## src/rtl/mmio_bus_mux.sv

```systemverilog
// mmio_bus_mux: MMIO interconnect from the CPU memory port to NUM_CORES slaves with FW-only mask and error capture.
// Define MMIO_BUS_TIMEOUT_EN to force-complete accesses whose core stays unready for TIMEOUT cycles.
module mmio_bus_mux #(
    parameter int                       NUM_CORES     = 8,
    parameter logic [NUM_CORES*6-1:0]   CORE_PREFIXES = {NUM_CORES{6'h00}},
    parameter logic [NUM_CORES-1:0]     FW_ONLY_MASK  = '0,
    parameter int                       ADDR_W        = 8,
    parameter int                       TIMEOUT       = 64
) (
    input  logic                    clk,
    input  logic                    reset_n,
    input  logic                    cpu_valid,
    input  logic [31:0]             cpu_addr,
    input  logic [3:0]              cpu_wstrb,
    input  logic [31:0]             cpu_wdata,
    input  logic                    app_mode,
    input  logic                    force_trap,
    output logic                    cpu_ready,
    output logic [31:0]             cpu_rdata,
    output logic                    bus_error,
    output logic [31:0]             err_addr,
    output logic [NUM_CORES-1:0]    core_cs,
    output logic                    core_we,
    output logic [ADDR_W-1:0]       core_address,
    output logic [31:0]             core_write_data,
    input  logic [NUM_CORES*32-1:0] core_read_data,
    input  logic [NUM_CORES-1:0]    core_ready
);
    localparam int IDX_W = NUM_CORES > 1 ? $clog2(NUM_CORES) : 1;
    typedef enum logic {ACCESS, RESP} state_t;
    state_t      state_q, state_d;
    logic        cpu_ready_q, bus_error_q;
    logic [31:0] cpu_rdata_q, err_addr_q;
    logic        hit, masked, cs_en, rdy, tmo, done, err;
    logic [IDX_W-1:0] idx;
    logic [31:0] rdata_d;
    // Scan downward so the lowest matching slot is the one that sticks.
    always_comb begin
        hit = 1'b0;
        idx = '0;
        for (int i = NUM_CORES - 1; i >= 0; i--) begin
            if (CORE_PREFIXES[6*i +: 6] == cpu_addr[29:24]) begin
                hit = 1'b1;
                idx = IDX_W'(i);
            end
        end
    end
    assign masked          = FW_ONLY_MASK[idx] & app_mode;
    assign cs_en           = reset_n & (state_q == ACCESS) & cpu_valid & hit & ~masked & ~force_trap;
    assign rdy             = cs_en & core_ready[idx];
    assign core_cs         = cs_en ? NUM_CORES'(1) << idx : '0;
    assign core_we         = |cpu_wstrb;
    assign core_address    = cpu_addr[ADDR_W+1:2];
    assign core_write_data = cpu_wdata;
`ifdef MMIO_BUS_TIMEOUT_EN
    logic [7:0] cnt_q, cnt_d;
    assign tmo   = cs_en & ~rdy & (cnt_q == 8'(TIMEOUT - 1));
    assign cnt_d = (cs_en & ~rdy & ~tmo) ? cnt_q + 8'd1 : 8'd0;
    always_ff @(posedge clk or negedge reset_n) begin
        if (!reset_n) cnt_q <= 8'd0;
        else          cnt_q <= cnt_d;
    end
`else
    assign tmo = 1'b0;
`endif
    // Any completion that is neither a trap nor a genuine core ready is an error.
    assign done    = (state_q == ACCESS) & cpu_valid & (force_trap | ~hit | masked | rdy | tmo);
    assign err     = ~force_trap & ~rdy;
    assign rdata_d = rdy ? core_read_data[32*idx +: 32] : 32'h0;
    assign state_d = done ? RESP : ACCESS;
    always_ff @(posedge clk or negedge reset_n) begin
        if (!reset_n) begin
            state_q     <= ACCESS;
            cpu_ready_q <= 1'b0;
            bus_error_q <= 1'b0;
            cpu_rdata_q <= 32'h0;
            err_addr_q  <= 32'h0;
        end else begin
            state_q     <= state_d;
            cpu_ready_q <= done;
            bus_error_q <= done & err;
            if (done) cpu_rdata_q <= rdata_d;
            if (done & err) err_addr_q <= cpu_addr;
        end
    end
    assign cpu_ready = cpu_ready_q;
    assign bus_error = bus_error_q;
    assign cpu_rdata = cpu_rdata_q;
    assign err_addr  = err_addr_q;
endmodule

```

## config.mk

```make
export PLATFORM = sky130hd
export DESIGN_NAME = mmio_bus_mux
export DESIGN_NICKNAME = d
export VERILOG_FILES = /design/src/rtl/mmio_bus_mux.sv
export SDC_FILE = /design/constraint.sdc
export NUM_CORES = 1
export LEC_CHECK = 0
export ABC_AREA = 0
export CORE_AREA = 2 2 178 180
export CTS_BUF_LIST = sky130_fd_sc_hd__clkbuf_8
export CTS_CLUSTER_DIAMETER = 100
export CTS_CLUSTER_SIZE = 8
export DETAILED_ROUTE_END_ITERATION = 12
export DIE_AREA = 0 0 180 182
export GPL_ROUTABILITY_DRIVEN = 1
export HOLD_SLACK_MARGIN = 0.05
export PLACE_DENSITY_LB_ADDON = 0.05
export SYNTH_ARGS = -nofsm -noshare
export SYNTH_HDL_FRONTEND = slang
export SYNTH_SLANG_ARGS = --single-unit
```

## constraint.sdc

```tcl
create_clock -name clk -period 3.3 [get_ports clk]
set_input_delay 0.66 -clock clk [delete_from_list [all_inputs] [get_ports clk]]
set_output_delay 0.66 -clock clk [all_outputs]
set_load 0.05 [all_outputs]
```

* Yosys cells after proc, flatten, opt, wreduce, memory -nomap -nowiden *
Cells that the tools add are included.

storage, ports and cells
  bits in registers = 67
  output and inout bits = 115
  logic and storage cells = 26

cells by class
  multiplexer cells = 4
  bitwise logic cells = 15
  reductions and logical operators = 2

operator list
  kind                count
  32-bit two-way mux  1
  1-bit bitwise AND   9
  6-bit zero test     1
  1-bit inverter      4
  4-bit OR reduction  1
  1-bit two-way mux   3
  1-bit OR            2

* Depth between registers and ports, before layout *
Gate-level depths: netlist of run 1.

  depth in word-level cells = 9
  gate-level depth with buffers = 5
  mapped depth without buffers = 4

* Worst setup path after synthesis of run 1 *
OpenSTA, ideal clock, no wires.

  kind = input-to-output
  start = input port cpu_addr[25]
  end = output port core_cs[0]
  buffers on the path = 1
  setup slack = 1.014 ns
  data required time = 2.640 ns
  stages = 3
  arrival = 1.626 ns
  cells stage by stage = or4_4 > nor3_1 > buf_4

on the way
  cells in the longest elaborated chain, start to end = 5

ends and longest elaborated chain
  item                            RTL line  source
  start: declaration              13        input logic [31:0] cpu_addr,
  6-bit zero test                 42        if (CORE_PREFIXES[6*i +: 6] == cpu_addr[29:24]) begin
  1-bit two-way mux               42
  1-bit bitwise AND (2 in a row)  49        assign cs_en = reset_n & (state_q == ACCESS) & cpu_valid & hit & ~masked & ~force_trap;
  net cs_en                       34        logic hit, masked, cs_en, rdy, tmo, done, err;
  1-bit two-way mux               51        assign core_cs = cs_en ? NUM_CORES'(1) << idx : '0;
  end: declaration                22        output logic [NUM_CORES-1:0] core_cs,

The timed path passes the listed nets, and every way through them passes these cells.

* Worst setup path after layout of run 1 *
  start = input port cpu_addr[25]
  end = output port core_cs[0]

on the way
  cells in the longest elaborated chain, start to end = 5

ends and longest elaborated chain
  item                            RTL line
  6-bit zero test                 42
  1-bit two-way mux               42
  1-bit bitwise AND (2 in a row)  49
  1-bit two-way mux               51

Every way passes these cells.

==> flow_summary.toml, run 1 <==
[clocking]
clk_pin_slew_ps = 90
ctsRootBufferMaster = "clkbuf_8"
cts_max_level = 3
postCtsSetupRepairBufs = 0
clockBufferDepth = 2
cts_hold_buffers = 0
insertion_delay_ps = 360
numCtsBuffers = 9
postCtsResizedCells = 0
cts_tree = "done"
cts.sinks = 66

[timing]
fin_ws_ps = 334.3
slew_headroom = 0.5664
rsz0062_at_grt = "no"
finalSetupViolations = 0
fin_crit_ps = 2966
finalSetupTns_ps = 0
final-hold-violation-count = 0
max_freq_mhz = 337.2
worstMarginPinSlew_ps = 650.3
slew_viol_final = 0
fin_crit_sh = 0.8987
clock-skew-final_ps = 8.768

[synth]
synth_top_cell_area_share = 0.5615
synth_area_leaders = "dfrtp_1 56%, buf_4 12%, a22o_1 11%"
synth.ff_latch_count = 66
synth_top_family_by_area = "buffers and inverters"
netlist_area_um2 = 2942
ys_top_cells_by_count = "66 x dfrtp_1, 48 x buf_4, 38 x a22o_1"
async_flop_share = 1.000
syn_avg_cell_area_um2 = 14.49
synth_compound_area_frac = 0.1340
yosys_warnings = 0
synthXorXnorAreaFrac = 0
yosys.area.top_type = "dfrtp_1"
synth_flop_cell = "dfrtp_1"
yosysSeqAreaShare = 0.5615
yosysMostFrequentCell = "dfrtp_1"
synthMuxAreaShare = 0.1238
netlist_instances = 203
synth-edff-count = 0
synth_cell_types = 23
synth_adder_area_share = 0
yosys.area_share.simple = 0.02935

[final_layout]
num-fill-cells = 3411
fin_cells = 723
finalNetCount = 654
finalInstanceArea_um2 = 4752
drive_above_1_share = 0.1651
area_delta_synth_final_pct = 61.55
n_antenna_cell = 0

[grt]
grt_start_max_net_pins = 44
grt_overflow_total = 0
grt_pass1_wl_um = 14930
grt_pass1_vias = 2174
grtUsageTotal = 0.06240
antenna_found_initial = 0

[placed_design]
placed_cell_area_um2 = 4581
numPlacedInstances = 708
place.port_buffers = 148
routabilityCongestion = 0.6238
hpwl_um = 7012
place_ws_ps = 313.2

[detailed_routing]
ant_nets = 0
drt_iter0_drc = 43
top_layer_used = "met4"
wl_met3_um = 1294
drc = 0
met1_length_um = 4695
routedWlPerCell_um = 14.14
wl_met2_um = 4058
dr_total_vias = 2017
viasPerCell = 2.790
routed_wl_um = 10220
firstDrtPassIters = 4

[setup_path]
cp-start-kind = "primary input"
r2r_slack_ps = 1430
r2r_start = "cpu_ready"
reg2regPathDepth = 4
arrival_ps = 2310
critPathKind = "in2out"
cp_max_fo = 4
crit_path_end_kind = "output port"
regToRegEndpoint = "err_addr[16]"
cp_data_required_time_ps = 2640

[die]
initial_utilization = 0.09493
core.rowCount = 65
chipHeight_um = 182
die_w_um = 180
dieArea_um2 = 32760
fp.coreArea_um2 = 30990
pin_count = 452

[power]
peakVddDrop_uv = 185.0
leakage_nw = 1.921
power.density_nw_per_um2 = 493.6

[job]
max_cap_violations = 0

[worst_hold_path]
hp-class = "in2async"

[run_status]
status = "finished clean"
-- registers in the layout, summed over array words and instances (netlist names) --
name       cells
cpu_rdata     32
cpu_ready      1
bus_error      1
err_addr      32
-- cell families after synthesis --
group | Yosys count
DFF | 66
buffers and inverters | 58
AOI/OAI and AO/OA | 42
muxes | 26
and+or+nand+nor | 10
other | 1
-- how the worst max path moves through the flow --
stage / from / endpoint / slack, ps
global route: cpu_addr[25] / core_cs[0] / 260
global placement: cpu_addr[25] / core_cs[0] / 250
floorplan: cpu_addr[25] / core_cs[0] / 1010
finish: cpu_addr[25] / core_cs[0] / 330
CTS: cpu_addr[25] / core_cs[0] / 310
detailed placement: cpu_addr[25] / core_cs[0] / 310
-- power breakdown --
group / switching (mW) / total, mW / internal (mW)
registers: 0.0439 / 0.930 / 0.886
logic: 0.452 / 0.759 / 0.307
clock network: 0.353 / 0.657 / 0.304
-- stage by stage --
step	power (mW)	hold WS [ps]	util
6_report	2.346	227.1	0.1534
5_1_grt	2.478	226.4	0.1534
4_1_cts	2.429	213.9	0.1534
3_5_place_dp	1.712	485.5	0.1478
3_3_place_gp	1.721	487.9	0.1478
2_1_floorplan	1.506	364.4	-
-- final cells by class --
cell class	instances	area (um^2)	share of cell area
Sequential cell	66	1652	0.3476
Timing Repair Buffer	153	1539	0.3239
Multi-Input combinational cell	85	877.1	0.1846
Tap cell	402	503.0	0.1058
Clock buffer	11	151.4	0.03186
Clock inverter	4	20.02	0.004213
Inverter	2	10.01	0.002106
-- cell usage in the layout (no fill, tap or decap), types with 2 or more instances in the layout --
master	Yosys	routed
clkdlybuf4s50_1	0	146
dfrtp_1	66	66
a22o_1	38	38
mux2_4	19	19
clkbuf_8	0	11
mux2_2	7	7
conb_1	1	7
buf_4	48	5
inv_1	1	3
buf_12	0	2
-- routing by layer --
layer / vias up / global-route usage
li1: 900 / -
met5: - / 0
met4: 0 / 0.02829
met1: 973 / 0.08061
met3: 11 / 0.03690
met2: 133 / 0.08169
-- critical path: stages --
cell and delay [ps]:
clkdlybuf4s50_1 500, or4_4 640, nor3_1 220, buf_4 150, buf_12 130
No activity file was read; power rests on OpenSTA's default activity.
==> run 2, diff against run 1 <==
- CORE_AREA: 2 2 178 180 -> 2 2 177 179
- DIE_AREA: 0 0 180 182 -> 0 0 179 181
- SLEW_MARGIN: not set -> 5
- clock period: 3.3 -> 2.5 ns (I/O delays scaled with it)
==> run 2 against run 1 <==
Against the previous run:
- routed wire length up 7.8%
- sequential power up 32%
- via count up 1.2%
==> flow_summary.toml, run 2 (synthesized netlist as in run 1, its figures left out) <==
[detailed_routing]
viasPerCell = 2.796
wl_met3_um = 1802
met1_length_um = 5140
wl_met2_um = 3878
dr_total_vias = 2041
routedWlPerCell_um = 15.10
drt_iter0_drc = 69
ant_nets = 0
routed_wl_um = 11020
firstDrtPassIters = 4
top_layer_used = "met5"
drc = 0

[power]
peakVddDrop_uv = 237.5
leakage_nw = 1.988
power.density_nw_per_um2 = 642.4

[final_layout]
drive_above_1_share = 0.2236
layout_commonest_cell = "clkdlybuf4s50_1"
finalInstanceArea_um2 = 4821
area_delta_synth_final_pct = 63.89
num-fill-cells = 3369
fin_cells = 730
finalNetCount = 663
final_cell_mix = "135 x clkdlybuf4s50_1, 66 x dfrtp_1, 38 x a22o_1"

[setup_path]
cp-start-kind = "primary input"
crit_path_end_kind = "output port"
crit_family = "buffers and inverters"
cp_max_fo = 3
arrival_ps = 1930
cp_data_required_time_ps = 2000
cp_slowest_cell = "or4_4"
max_stage_delay_ps = 540
crit_chain = "clkdlybuf4s50_1 -> or4_4 -> nor3_4 -> buf_4 -> buf_12"
crit_buf_inv = 3
critPathKind = "in2out"

[die]
chipHeight_um = 181
die_w_um = 179
core.rowCount = 64
fp.coreArea_um2 = 30350
initial_utilization = 0.09692
dieArea_um2 = 32400
pin_count = 452

[clocking]
clk_pin_slew_ps = 90
ctsRootBufferMaster = "clkbuf_8"
cts_max_level = 3
clockBufferDepth = 2
cts.sinks = 66
insertion_delay_ps = 370
cts_tree = "done"
postCtsSetupRepairBufs = 0
cts_hold_buffers = 0
postCtsResizedCells = 3
numCtsBuffers = 9

[run_status]
status = "finished clean"

[placed_design]
place_ws_ps = -132.5
hpwl_um = 7768
place.port_buffers = 148
routabilityCongestion = 0.6173
numPlacedInstances = 711
placed_cell_area_um2 = 4641

[job]
max_cap_violations = 0

[timing]
finalSetupViolations = 0
clock-skew-final_ps = 15.85
fin_ws_ps = 71.01
slew_viol_final = 0
fin_crit_sh = 0.9716
rsz0062_at_grt = "no"
slew_headroom = 0.5495
worstMarginPinSlew_ps = 675.8
fin_crit_ps = 2429
final-hold-violation-count = 0
finalSetupTns_ps = 0
max_freq_mhz = 411.7

[grt]
grtUsageTotal = 0.06753
grt_start_max_net_pins = 47
grt_pass1_wl_um = 15640
antenna_found_initial = 2
grt_overflow_total = 0
grt_pass1_vias = 2245

[worst_hold_path]
hp-class = "in2async"
run 2: cell types whose count changed in the layout (fill, tap and decap cells not counted):
cell	before	now
buf_4	5	22
clkdlybuf4s50_1	146	135
diode_2	0	3
buf_12	2	4
clkbuf_8	11	9
clkinv_2	1	3
clkinv_4	0	1
dlygate4sd2_1	0	1
nor3_1	1	0
nor3_4	0	1
run 2: where the power goes:
| part | internal [mW] | switching (mW) | total (mW) |
|---|---|---|---|
| Clock | 0.350 | 0.493 | 0.843 |
| Combinational | 0.412 | 0.617 | 1.03 |
| Sequential | 1.17 | 0.0558 | 1.23 |
run 2: layer usage:
layer / up-vias / track usage
met5: - / 0
met4: 2 / 0.02634
met3: 19 / 0.04840
met2: 135 / 0.08092
met1: 962 / 0.08998
li1: 923 / -
run 2: final timing paths:
kind | from | endpoint | slack [ps] | cells past startpoint
worst min-delay path | reset_n | err_addr[20] | 170 | 2
min in group clk | cpu_rdata[1] | cpu_rdata[1] | 510 | 1
max in group asynchronous | reset_n | err_addr[13] | 1740 | 2
worst min register to register | cpu_rdata[1] | cpu_rdata[1] | 510 | 1
worst max register to register | cpu_ready | err_addr[17] | 790 | 5
worst max-delay path | cpu_addr[29] | core_cs[0] | 70 | 5
run 2: area by class of cell:
cell class / instances / area [um^2] / area share
sequential: 66 / 1652 / 0.3426
timing repair buffer: 162 / 1605 / 0.3330
multi-input combinational: 85 / 888.4 / 0.1843
tap: 396 / 495.5 / 0.1028
clock buffer: 9 / 123.9 / 0.02569
clock inverter: 7 / 38.79 / 0.008046
inverter: 2 / 10.01 / 0.002076
antenna: 3 / 7.507 / 0.001557
run 2: through the flow:
step / power, mW / hold slack, ps / util
finish: 3.097 / 167.2 / 0.1588
global route: 3.268 / 186.7 / 0.1586
CTS: 3.208 / 168.1 / 0.1586
detailed placement: 2.290 / 491.8 / 0.1529
global placement: 2.294 / 488.3 / 0.1529
floorplan: 1.987 / 204.4 / -
